$ cat src/rtl/mem_reader.sv
// Burst memory reader: streams count words starting at start_adrs from a
// one-cycle-latency memory to a valid/ready consumer through a 2-entry FIFO.
module mem_reader #(
  parameter int ADRS_W = 11,
  parameter int DATA_W = 32
) (
  input  logic              clk,
  input  logic              reset,
  input  logic              start,
  input  logic [ADRS_W-1:0] start_adrs,
  input  logic [ADRS_W-1:0] count,
  output logic              r_enable,
  output logic [ADRS_W-1:0] r_adrs,
  input  logic [DATA_W-1:0] r_data,
  output logic [DATA_W-1:0] out_data,
  output logic              out_valid,
  input  logic              out_ready,
  output logic              busy,
  output logic              done
);

  typedef enum logic [1:0] {IDLE, READ, DRAIN, DONE} state_t;

  state_t            state_q, state_d;
  logic [ADRS_W-1:0] ptr_q, ptr_d;
  logic [ADRS_W-1:0] issue_q, issue_d;
  logic [ADRS_W-1:0] accept_q, accept_d;
  logic              inflight_q, inflight_d;
  logic [DATA_W-1:0] slot0_q, slot0_d;
  logic [DATA_W-1:0] slot1_q, slot1_d;
  logic              wr_idx_q, wr_idx_d;
  logic              rd_idx_q, rd_idx_d;
  logic [1:0]        occ_q, occ_d;

  logic              pop;
  logic              push;
  logic [2:0]        level;
  logic [DATA_W-1:0] head;

  assign out_valid = (occ_q != 2'd0);
  assign pop       = out_valid & out_ready;
  assign push      = inflight_q;
  assign head      = rd_idx_q ? slot1_q : slot0_q;
  assign out_data  = out_valid ? head : '0;
  assign r_adrs    = ptr_q;
  assign busy      = (state_q == READ) || (state_q == DRAIN);
  assign done      = (state_q == DONE);

  // Words already buffered or on their way back, after this cycle's pop;
  // issuing only below 2 keeps the 2-entry FIFO from ever overflowing.
  assign level    = {1'b0, occ_q} + {2'b00, inflight_q} - {2'b00, pop};
  assign r_enable = (state_q == READ) && (issue_q != '0) && (level < 3'd2);

  always_comb begin
    state_d    = state_q;
    ptr_d      = ptr_q;
    issue_d    = issue_q;
    accept_d   = accept_q;
    inflight_d = r_enable;
    slot0_d    = slot0_q;
    slot1_d    = slot1_q;
    wr_idx_d   = wr_idx_q;
    rd_idx_d   = rd_idx_q;
    occ_d      = occ_q + {1'b0, push} - {1'b0, pop};

    if (push) begin
      if (wr_idx_q) slot1_d = r_data;
      else          slot0_d = r_data;
      wr_idx_d = ~wr_idx_q;
    end
    if (pop) begin
      rd_idx_d = ~rd_idx_q;
    end

    case (state_q)
      IDLE: begin
        if (start) begin
          ptr_d    = start_adrs;
          issue_d  = count;
          accept_d = count;
          state_d  = (count != '0) ? READ : DONE;
        end
      end
      READ: begin
        accept_d = accept_q - ADRS_W'(pop);
        if (r_enable) begin
          ptr_d   = ptr_q + ADRS_W'(1);
          issue_d = issue_q - ADRS_W'(1);
          if (issue_q == ADRS_W'(1)) state_d = DRAIN;
        end
      end
      DRAIN: begin
        accept_d = accept_q - ADRS_W'(pop);
        if (accept_d == '0) state_d = DONE;
      end
      DONE: begin
        state_d = IDLE;
      end
      default: state_d = IDLE;
    endcase
  end

  always_ff @(posedge clk or posedge reset) begin
    if (reset) begin
      state_q    <= IDLE;
      ptr_q      <= '0;
      issue_q    <= '0;
      accept_q   <= '0;
      inflight_q <= 1'b0;
      slot0_q    <= '0;
      slot1_q    <= '0;
      wr_idx_q   <= 1'b0;
      rd_idx_q   <= 1'b0;
      occ_q      <= 2'd0;
    end else begin
      state_q    <= state_d;
      ptr_q      <= ptr_d;
      issue_q    <= issue_d;
      accept_q   <= accept_d;
      inflight_q <= inflight_d;
      slot0_q    <= slot0_d;
      slot1_q    <= slot1_d;
      wr_idx_q   <= wr_idx_d;
      rd_idx_q   <= rd_idx_d;
      occ_q      <= occ_d;
    end
  end

endmodule

$ cat config.mk
export PLATFORM = sky130hd
export DESIGN_NAME = mem_reader
export DESIGN_NICKNAME = d
export VERILOG_FILES = /design/src/rtl/mem_reader.sv
export SDC_FILE = /design/constraint.sdc
export NUM_CORES = 1
export LEC_CHECK = 0
export ABC_AREA = 1
export CELL_PAD_IN_SITES_DETAIL_PLACEMENT = 1
export CELL_PAD_IN_SITES_GLOBAL_PLACEMENT = 2
export CORE_MARGIN = 3
export CORE_UTILIZATION = 32
export DETAILED_ROUTE_END_ITERATION = 16
export GPL_TIMING_DRIVEN = 0
export HOLD_SLACK_MARGIN = 0.03
export PLACE_DENSITY_LB_ADDON = 0.1
export SLEW_MARGIN = 20
export SYNTH_ARGS = -nofsm -noshare
export SYNTH_HDL_FRONTEND = slang
export SYNTH_SLANG_ARGS = --single-unit
$ cat constraint.sdc
create_clock -name clk -period 6.29 [get_ports clk]
set_input_delay 1.258 -clock clk [delete_from_list [all_inputs] [get_ports clk]]
set_output_delay 1.258 -clock clk [all_outputs]
set_load 0.03 [all_outputs]
* After elaboration in Yosys (flattened, before gate mapping)
Index checks and enable logic that the tools add are counted.
** Word-level totals
- Bits in latches :: 0
- Word-level logic and storage cells :: 60
- Flip-flop bits (word level) :: 104
- Output and inout port bits :: 47
- Bits in read-only memories :: 0
- Input port bits :: 58
- Memory bits (writable) :: 0
- Memories :: 0
** Cells by class
- $mul :: 0
- $add $sub $neg :: 7
- $lt $le $gt $ge :: 1
- Shift operators :: 0
- Div/mod/pow operators :: 0
- Bitwise logic cells :: 3
- Muxes and demuxes :: 15
- Reductions and logical operators :: 16
- Eq/ne operators :: 8
** Operator list (number)
- $pmux 11 s2 :: 3
- $mux 32 :: 2
- $mux 11 :: 4
- $reduce_bool 11->1 :: 2
- $add 11x1->11 const B :: 1
- $eq 11x1->1 const B :: 1
- $logic_not 11->1 :: 1
- $sub 11x1->11 :: 1
- $sub 11x1->11 const B :: 1
- $mux 2 :: 5
- $pmux 2 s4 :: 1
- $reduce_and 2->1 :: 3
- $reduce_bool 2->1 :: 3
- $eq 2x2->1 const B :: 2
- $ne 2x1->1 const B :: 2
- $ne 2x2->1 const B :: 2
- $reduce_and 4->1 :: 1
- $add 2x1->3 :: 1
- $lt 3x2->1 const B :: 1
- $reduce_and 3->1 :: 1
- $sub 3x1->3 :: 1
- $add 2x1->2 :: 1
- $eq 2x1->1 const B :: 1
- $logic_and 1x1->1 :: 2
- other kinds (6) :: 7

* Depth between registers and ports, before layout
- Word-level depth :: 7
- Gate-level depth with buffers :: 15
- Depth with buffers taken out :: 15

* Worst setup path after synthesis
Ideal clock, no wire load.
- Path kind :: in2out
- From :: input out_ready
- To :: output r_enable
- Arrival time :: 2.832 ns
- Stages on the path :: 9
- Path buffers :: 0
- Required time :: 5.032 ns
- Path slack :: 2.200 ns
- Path through :: inv_1 -> nor2_1 -> nand2_1 -> o21ai_0 -> ha_1 -> fa_1 -> nor3b_1 -> nand2_2 -> inv_1
** Between the ends
- Longest elaborated chain between the ends :: 4
** Ends and longest elaborated chain
- from (decl) :: RTL line 17 : input logic out_ready,
- $and 1x1->1 :: RTL line 41 : assign pop = out_valid & out_ready;
- net pop :: RTL line 35 : logic pop;
- $sub 3x1->3 :: RTL line 51 : assign level = {1'b0, occ_q} + {2'b00, inflight_q} - {2'b00, pop};
- net level[1] :: RTL line 37 : logic [2:0] level;
- $lt 3x2->1 :: RTL line 52 : assign r_enable = (state_q == READ) && (issue_q != '0) && (level < 3'd2);
- $logic_and 1x1->1 :: RTL line 52
- to (decl) :: RTL line 12 : output logic r_enable,
The timed path passes the listed nets, and every way through them passes these cells.

* Worst setup path after layout
Ends and elaborated chain as after synthesis.

==> flow_summary_export.csv <==
group,metric,value,unit
sta,layout_setup_ws,0.693,ns
logic_synthesis,avgSynthCellArea,7.62,um2
sta,hold_viol,0,
clock_tree,ctsHoldBuffers,0,
logic_synthesis,synth_top_area_share,0.477,
logic_synthesis,ys_seq_area_frac,0.477,
floorplanning,die_h,137,um
drt,ant_nets,0,
logic_synthesis,synth_most_common_cell,"nand2_1",
critical_path,reg2reg_slack,3.23,ns
clock_tree,insertion_delay,0.36,ns
floorplanning,io_pins,105,
clock_tree,postCtsResizedCells,0,
flow_run,drv_cap,0,
place,port_buffers,104,
sta,worst_pin_slew,0.568,ns
drt,wl_per_cell,16.1,um
clock_tree,cts_root_buffer,"clkbuf_16",
logic_synthesis,synthFlopType,"dfrtp_1",
logic_synthesis,ys_ff_latch,104,
critical_path,crit_arrival,4.34,ns
logic_synthesis,netlist_area,0.00546,mm2
place,pre_cts_slack,0.647,ns
sta,post-route-min-period,5.60,ns
power_and_ir_drop,power,4.38,mW
clock_tree,h-tree-depth,3,
global_routing,antenna_found_initial,0,
final_layout,syn_to_final_growth,29.9,%
drt,firstDrtPassIters,4,
logic_synthesis,yosys_warnings,0,
logic_synthesis,synth_compound_area_frac,0.173,
critical_path,critPathMaxFanout,4,
min_path,hold_path_class,"register to register",
logic_synthesis,synth_area_leaders,"dfrtp_1 (48%), nand2_1 (15%), o21ai_0 (8.9%), inv_1 (5.0%), a21oi_1 (3.7%)",
place,gp_congestion,0.819,
final_layout,fin_cells,1057,
logic_synthesis,synthSimpleGateAreaFrac,0.230,
sta,tns,0,ns
sta,rsz0062_at_grt,"no",
global_routing,grt_max_degree,74,
floorplanning,std_cell_rows,47,
sta,relSlewSlack,0.622,
logic_synthesis,ys_top_cells_by_count,"nand2_1 (221), dfrtp_1 (104), o21ai_0 (97)",
floorplanning,die_w,137,um
logic_synthesis,synth_edf_count,0,
drt,via_per_inst,4.88,
clock_tree,numCtsBuffers,9,
clock_tree,cts_max_path_buffers,2,
global_routing,grt_pass1_wl,28100,um
logic_synthesis,synth_top_family_by_area,"simple AND/OR/NAND/NOR gates",
floorplanning,start_util,0.328,
logic_synthesis,syn_inst,716,
sta,fmax,179,MHz
drt,wirelength,17100,um
sta,finalMaxSlewViolations,0,
global_routing,grt_pass1_vias,5481,
sta,period_share,0.890,
drt,vias,5156,
clock_tree,cts_tree,"built",
final_layout,drive_gt1_frac,0.0526,
outcome,outcome,"finished, final reports clean",
power_and_ir_drop,p_leak,3.30,nW
logic_synthesis,synth_top_area_cell,"dfrtp_1",
logic_synthesis,synth_nets,785,
logic_synthesis,synth.area.mux_share,0,
power_and_ir_drop,peakVddDrop,0.212,mV
sta,finalSetupViolations,0,
clock_tree,clkSinkCount,104,
critical_path,criticalPathCategory,"input port to output pin",
drt,route.detailed.drc,0,
critical_path,cp-start-kind,"input port",
drt,drt_iter0_drc,123,
clock_tree,clk_pin_slew,0.08,ns
sta,holdWs,0.488,ns
global_routing,track_usage,0.191,
critical_path,critPathCaptureType,"output pin",
place,hpwl,12700,um
floorplanning,core_area,0.0166,mm2
global_routing,overflow,0,
logic_synthesis,synth_cell_types,33,
sta,clock_skew,0.0111,ns
place,dp_cells,1041,
clock_tree,postCtsSetupRepairBufs,0,
logic_synthesis,synth_fa_ha_area_frac,0.0266,
logic_synthesis,synthXorXnorAreaFrac,0.0144,
final_layout,final_nets,901,
power_and_ir_drop,p_per_area,618,mW/mm2
logic_synthesis,async_flop_share,1.00,
final_layout,insertedDiodeCount,0,
critical_path,crit_required,5.03,ns
floorplanning,die-area,0.0187,mm2
-- sequential cells by signal, indices dropped and copies added, names as in the netlist --
| name | cells |
|---|---|
| slot0_q | 32 |
| slot1_q | 32 |
| accept_q | 11 |
| issue_q | 11 |
| r_adrs | 11 |
| occ_q | 2 |
| state_q | 2 |
| inflight_q | 1 |
| rd_idx_q | 1 |
| wr_idx_q | 1 |
-- cell families (layout without fill, tap and decap cells) --
kind of cell	Yosys count	count (layout)
compound gates	170	170
fa+ha+maj	11	11
buf+inv	110	231
flops	104	104
simple gates	312	312
xor+xnor	9	9
-- where the power goes --
group	internal (mW)	switching [mW]
Clock	0.275	0.278
Sequential	1.02	0.227
Combinational	0.943	1.64
Total	2.24	2.14
-- metal layers --
layer  global-route usage  vias up  part of all wire
met5                    0        -                 0
met4               0.0549        0             0.011
met3               0.0261       12             0.028
met2                0.328       76              0.51
met1                0.252     2526              0.45
li1                     -     2542                 -
-- worst max-delay path, cell delays in order --
cell and delay (ns):
clkdlybuf4s50_1 0.53, inv_1 0.06, nor2_1 0.33, nand2_1 0.15
o21ai_0 0.13, ha_1 0.20, fa_1 0.44, nor3b_1 0.32
nand2_2 0.12, inv_1 0.11, clkdlybuf4s50_1 0.69
-- metrics by stage --
step	area, um2	util
final	7090	0.426
after global routing	7090	0.426
after CTS	7090	0.426
after detailed placement	6810	0.409
after global placement	6780	0.407
after floorplan	5460	-
-- cell usage in the layout, fill, tap and decap left out, types with 3 or more instances in the layout --
cell             count
dfrtp_1            104
o21ai_0             97
o22ai_1              6
nand2_1            221
clkdlybuf4s50_1    104
ha_1                10
or2_2                4
o31ai_1              3
clkinvlp_4           3
clkbuf_1            32
nor3_1               4
xor2_1               7
o21ai_2             10
o211ai_1             7
a21oi_1             40
clkbuf_16            9
o21a_1               3
nor2_1              46
nand4_1              5
nand3_1             24
inv_1               72
-- path summary, 6_finish.rpt --
kind                                    startpoint                 endpoint  cells past startpoint
setup / recovery                         out_ready                 r_enable                     11
hold / removal             slot1_q[29]$_DFFE_PP0P_  slot1_q[29]$_DFFE_PP0P_                      2
setup reg to reg                occ_q[1]$_DFF_PP0_    r_adrs[0]$_DFFE_PP0P_                     14
hold reg to reg            slot1_q[29]$_DFFE_PP0P_  slot1_q[29]$_DFFE_PP0P_                      2
max in group asynchronous                    reset  slot0_q[31]$_DFFE_PP0P_                      3
min in group asynchronous                    reset    r_adrs[0]$_DFFE_PP0P_                      2
-- cell type report --
class	instances	area, um2
Multi-Input combinational cell	502	2420
Clock inverter	6	53.8
Inverter	75	289
Fill cell	2055	9550
Tap cell	220	275
Timing Repair Buffer	105	1070
Clock buffer	10	229
Sequential cell	104	2600
Buffer	35	151
(Power assumes the default switching activity.)
